## src/rtl/bus_rbtr_rr.sv

```systemverilog
// Shared-bus arbiter: grants one device FIFO at a time (round-robin or fixed priority),
// routes the packet by its destination ID with back-pressure, broadcast and drop counting.
module bus_rbtr_rr #(
  parameter int unsigned drvrs     = 4,
  parameter int unsigned pckg_sz   = 16,
  parameter logic [7:0]  broadcast = 8'hFF,
  parameter int unsigned cnt_w     = 8
) (
  input  logic                       clk,
  input  logic                       reset,
  input  logic [drvrs-1:0]           pndng,
  input  logic [drvrs*pckg_sz-1:0]   D_pop,
  output logic [drvrs-1:0]           pop,
  input  logic [drvrs-1:0]           full,
  output logic [drvrs-1:0]           push,
  output logic [pckg_sz-1:0]         D_push,
  input  logic                       arb_mode,
  output logic                       busy,
  output logic [3:0]                 grant_id,
  output logic [cnt_w-1:0]           drop_cnt
);

  localparam int unsigned IdxW = (drvrs > 1) ? $clog2(drvrs) : 1;

  typedef enum logic [1:0] {StIdle, StPop, StDeliver, StDrop} state_e;

  state_e              state_q, state_d;
  logic [IdxW-1:0]     rr_ptr_q, rr_ptr_d;
  logic [IdxW-1:0]     src_q, src_d;
  logic [pckg_sz-1:0]  pkt_q, pkt_d;
  logic [drvrs-1:0]    tgt_q, tgt_d;

  logic [drvrs-1:0]    pop_d, push_d;
  logic [pckg_sz-1:0]  d_push_d;
  logic                busy_d;
  logic [3:0]          grant_id_d;
  logic [cnt_w-1:0]    drop_cnt_d;

  logic [IdxW-1:0]     win, rr_idx;
  logic                win_vld;
  logic [7:0]          dst;
  logic [drvrs-1:0]    tgt_dec;

  // Winner select; loops run downward so the last hit is the first in search order.
  always_comb begin
    win     = '0;
    win_vld = 1'b0;
    rr_idx  = '0;
    if (arb_mode) begin
      for (int i = int'(drvrs) - 1; i >= 0; i--) begin
        if (pndng[IdxW'(i)]) begin
          win     = IdxW'(i);
          win_vld = 1'b1;
        end
      end
    end else begin
      for (int i = int'(drvrs); i >= 1; i--) begin
        rr_idx = IdxW'((int'(rr_ptr_q) + i) % int'(drvrs));
        if (pndng[rr_idx]) begin
          win     = rr_idx;
          win_vld = 1'b1;
        end
      end
    end
  end

  // Target decode of the latched packet; src never receives its own packet.
  always_comb begin
    dst     = pkt_q[pckg_sz-1 -: 8];
    tgt_dec = '0;
    if (dst == broadcast) begin
      tgt_dec        = '1;
      tgt_dec[src_q] = 1'b0;
    end else if ((32'(dst) < drvrs) && (dst[IdxW-1:0] != src_q)) begin
      tgt_dec[dst[IdxW-1:0]] = 1'b1;
    end
  end

  always_ff @(posedge clk or negedge reset) begin
    if (!reset) begin
      state_q  <= StIdle;
      rr_ptr_q <= IdxW'(drvrs - 1);
      src_q    <= '0;
      pkt_q    <= '0;
      tgt_q    <= '0;
      pop      <= '0;
      push     <= '0;
      D_push   <= '0;
      busy     <= 1'b0;
      grant_id <= '0;
      drop_cnt <= '0;
    end else begin
      state_q  <= state_d;
      rr_ptr_q <= rr_ptr_d;
      src_q    <= src_d;
      pkt_q    <= pkt_d;
      tgt_q    <= tgt_d;
      pop      <= pop_d;
      push     <= push_d;
      D_push   <= d_push_d;
      busy     <= busy_d;
      grant_id <= grant_id_d;
      drop_cnt <= drop_cnt_d;
    end
  end

  always_comb begin
    state_d = state_q;
    unique case (state_q)
      StIdle:    if (win_vld) state_d = StPop;
      StPop:     state_d = (tgt_dec == '0) ? StDrop : StDeliver;
      StDeliver: if (push != '0) state_d = StIdle;
      StDrop:    state_d = StIdle;
      default:   state_d = StIdle;
    endcase
  end

  // Registered outputs: push is raised on the edge after targets are seen not full,
  // and the state leaves DELIVER on the edge that ends the push cycle.
  always_comb begin
    pop_d      = '0;
    push_d     = '0;
    d_push_d   = D_push;
    busy_d     = (state_d != StIdle);
    grant_id_d = grant_id;
    drop_cnt_d = drop_cnt;
    rr_ptr_d   = rr_ptr_q;
    src_d      = src_q;
    pkt_d      = pkt_q;
    tgt_d      = tgt_q;
    unique case (state_q)
      StIdle: begin
        if (win_vld) begin
          pop_d[win] = 1'b1;
          pkt_d      = D_pop[win*pckg_sz +: pckg_sz];
          src_d      = win;
          rr_ptr_d   = win;
          grant_id_d = 4'(win);
        end
      end
      StPop: begin
        tgt_d = tgt_dec;
        if (tgt_dec != '0) begin
          d_push_d = pkt_q;
          if ((full & tgt_dec) == '0) push_d = tgt_dec;
        end
      end
      StDeliver: begin
        if ((push == '0) && ((full & tgt_q) == '0)) push_d = tgt_q;
      end
      StDrop: begin
        if (drop_cnt != {cnt_w{1'b1}}) drop_cnt_d = drop_cnt + cnt_w'(1);
      end
      default: ;
    endcase
  end

endmodule

```

## config.mk

```make
export PLATFORM = sky130hd
export DESIGN_NAME = bus_rbtr_rr
export DESIGN_NICKNAME = d
export VERILOG_FILES = /design/src/rtl/bus_rbtr_rr.sv
export SDC_FILE = /design/constraint.sdc
export NUM_CORES = 1
export LEC_CHECK = 0
export CORE_ASPECT_RATIO = 1.4
export CORE_UTILIZATION = 41
export DETAILED_ROUTE_END_ITERATION = 6
export PLACE_DENSITY = 0.79
export REMOVE_ABC_BUFFERS = 1
export SETUP_SLACK_MARGIN = 0.3
export SLEW_MARGIN = 20
export SYNTH_ARGS = -nofsm -noshare
export SYNTH_HDL_FRONTEND = slang
export SYNTH_SLANG_ARGS = --single-unit
```

## constraint.sdc

```tcl
create_clock -name clk -period 2 [get_ports clk]
set_input_delay 0.3 -clock clk [delete_from_list [all_inputs] [get_ports clk]]
set_output_delay 0.3 -clock clk [all_outputs]
set_load 0.1 [all_outputs]
```

==> impl_metrics.env <==
export IMPL_p_leak_nw=2.272
export IMPL_dieArea_mm2=0.008056
export IMPL_ys_ff_latch=59
export IMPL_p_clk_share_pct=15.3
export IMPL_syn_to_final_growth_pct=52.58
export IMPL_grt_use_total_pct=21.07
export IMPL_finalPower_mw=6.974
export IMPL_worstPathArrival_ns=2.20
export IMPL_num_io_pins=112
export IMPL_drtIter0Drc=147
export IMPL_cp_max_fo=6
export IMPL_rrSetupSlack_ns=0.06
export IMPL_place_hpwl_um=5794
export IMPL_r2r_cells=8
export IMPL_syn_inst=286
export IMPL_ir_worst_vdd_mv=1.086
export IMPL_clockBufferDepth=2
export IMPL_synth_largest_area_cell="dfrtp_1"
export IMPL_num_rows=37
export IMPL_drc=0
export IMPL_die_y_um=105.8
export IMPL_switchingPower_mw=3.356
export IMPL_cts_tree="built"
export IMPL_power_frac_comb_pct=56.5
export IMPL_gr_total_overflow=0
export IMPL_cts_sinks=59
export IMPL_syn_area_mm2=0.003156
export IMPL_yosys_top_cells_count="dfrtp_1 (57), nand2_1 (44), mux2i_1 (32)"
export IMPL_critPathKind="register to register"
export IMPL_hp_class="input pin to asynchronous set/reset pin"
export IMPL_switching_share_pct=48.12
export IMPL_grt_max_degree=23
export IMPL_fillCellCount=602
export IMPL_numCtsBuffers=9
export IMPL_period_share_pct=96.97
export IMPL_synth_top_family_by_area="multiplexers"
export IMPL_fin_skew_ns=0.01143
export IMPL_antenna_found_initial=0
export IMPL_crit_path_start_kind="register"
export IMPL_synthXorXnorAreaFrac_pct=2.498
export IMPL_die_x_um=76.15
export IMPL_drtPass1Iterations=4
export IMPL_core_mm2=0.007407
export IMPL_cap_violations=0
export IMPL_cp_end_kind="register"
export IMPL_synthArstFlopShare_pct=100.0
export IMPL_grt_pass1_vias=2857
export IMPL_clk_pin_slew_worst_paths_ns=0.07
export IMPL_synth_compound_area_share_pct=14.47
export IMPL_synth_most_common_cell="dfrtp_1"
export IMPL_rsz0062_at_grt="true"
export IMPL_num_antenna_cells=0
export IMPL_synth_adder_area_share_pct=1.983
export IMPL_yosys_area_share_simple_pct=13.05
export IMPL_io_buffers=109
export IMPL_cp_required_ns=2.26
export IMPL_status="completed"
export IMPL_fin_tns_setup_ns=0
export IMPL_vias=2771
export IMPL_gp_congestion=0.7885
export IMPL_rr_startpoint="rr_ptr_q[1]"
export IMPL_intPower_mw=3.618
export IMPL_hold_slack_ns=0.4552
export IMPL_hold_viol=0
export IMPL_fin_util_pct=65.00
export IMPL_synthMuxAreaShare_pct=14.79
export IMPL_layout_min_cycle_time_ns=1.939
export IMPL_max_freq_ghz=0.5157
export IMPL_yosys_warnings=0
export IMPL_insertion_delay_ns=0.34
export IMPL_grt_pass1_wl_um=13150
export IMPL_drive_gt1_share_pct=32.39
export IMPL_rr_endpoint="pkt_q[6]"
export IMPL_synth_edf_count=0
export IMPL_cts_root_buffer="clkbuf_8"
export IMPL_htree_levels=3
export IMPL_netlist_top_cells_area="dfrtp_1 (45%), mux2i_1 (10%), nand2_1 (5.2%)"
export IMPL_via_per_inst=5.298
export IMPL_synth_top_area_share_pct=45.20
export IMPL_power_share_sequential_pct=28.3
export IMPL_p_per_area_mw_per_mm2=1449
export IMPL_synth_main_ff_cell="dfrtp_1"
export IMPL_drv_slew=0
export IMPL_wl_per_cell_um=15.64
export IMPL_nNetsFinal=502
export IMPL_start_util_pct=42.60
export IMPL_routed_wl_um=8178
export IMPL_synth_seq_area_share_pct=46.87
export IMPL_synth_distinct_cells=49
export IMPL_syn_area_per_cell_um2=11.03
export IMPL_ant_nets=0
export IMPL_setup_viol=0
-- critical path, stage by stage (launching register included) --
cell,delay [ns]
dfstp_2,0.55
buf_6,0.11
a211o_1,0.13
a21boi_1,0.06
o31a_2,0.34
buf_12,0.16
buf_6,0.14
mux2i_4,0.19
o221ai_2,0.18
-- repair_timing --
action	4_1_cts	5_1_grt
endpoints found under the hold margin	20	0
resized for setup	32	17
cloned	1	1
pin swaps	18	8
buffers inserted	8	2
setup endpoints to repair	40	45
hold buffers	1	0
-- metrics by stage --
step | setup slack [ns] | cell area (um^2) | instances
floorplan | -0.8268 | 2997 | 270
global placement | -0.2554 | 4310 | 495
detailed placement | -0.3685 | 4310 | 495
CTS | 0.1042 | 4706 | 520
global route | 0.01085 | 4815 | 523
finish | 0.06070 | 4815 | 523
-- worst max-delay path by stage --
| stage | from | endpoint | cells past startpoint |
|---|---|---|---|
| 2_1_floorplan | rr_ptr_q[1] | pkt_q[10] | 6 |
| 3_3_place_gp | pndng[3] | pkt_q[8] | 8 |
| 3_5_place_dp | pndng[3] | pkt_q[14] | 8 |
| 4_1_cts | rr_ptr_q[1] | pkt_q[14] | 8 |
| 5_1_grt | rr_ptr_q[1] | pkt_q[13] | 8 |
| 6_report | rr_ptr_q[1] | pkt_q[6] | 8 |
-- cells by family after synthesis --
group | after synthesis
AO/OA/AOI/OAI | 53
XOR/XNOR | 9
adder cells (fa/ha/maj) | 5
buffers and inverters | 26
flip-flops | 59
multiplexers | 45
other | 1
AND/OR/NAND/NOR | 88
-- metal layers --
metal | share of wire [%] | GRT usage, % | up-vias | routed length (um)
li1 | - | - | 1303 | -
met1 | 38 | 22.39 | 1346 | 3137
met2 | 54 | 38.70 | 105 | 4411
met3 | 5.6 | 5.368 | 17 | 457
met4 | 2.1 | 9.753 | 0 | 171
met5 | 0 | 0 | - | 0
-- sequential cells by signal, indices dropped and copies added (netlist names) --
register  flops
D_push       16
busy          1
drop_cnt      8
grant_id      2
pkt_q        16
pop           4
push          4
rr_ptr_q      2
state_q       2
tgt_q         4
-- cell usage in the layout (no fill, tap or decap), types with 8 or more instances in the layout --
cell,instances
dfrtp_1,56
mux2i_1,25
o221ai_2,8
buf_4,54
nand2_1,43
clkbuf_8,10
o221ai_1,8
clkdlybuf4s50_1,68
inv_1,8
mux2_2,13
nor2_1,10
-- power groups by stage --
stage / Sequential (mW) / Combinational, mW / Clock [mW]
2_1_floorplan: 3.22 / 1.24 / 0
3_3_place_gp: 1.93 / 3.56 / 0
3_5_place_dp: 1.96 / 3.62 / 0
4_1_cts: 1.96 / 3.84 / 1.08
5_1_grt: 2.03 / 4.16 / 1.14
6_report: 1.97 / 3.94 / 1.06
-- layout make-up --
class | instances | area (um^2) | share of cell area [%]
Inverter | 9 | 33.78 | 0.7017
Multi-Input combinational cell | 202 | 1609 | 33.42
Clock buffer | 11 | 141.4 | 2.937
Tap cell | 97 | 121.4 | 2.521
Sequential cell | 59 | 1480 | 30.74
Timing Repair Buffer | 141 | 1378 | 28.61
Clock inverter | 4 | 51.30 | 1.065
(Power assumes the default switching activity.)
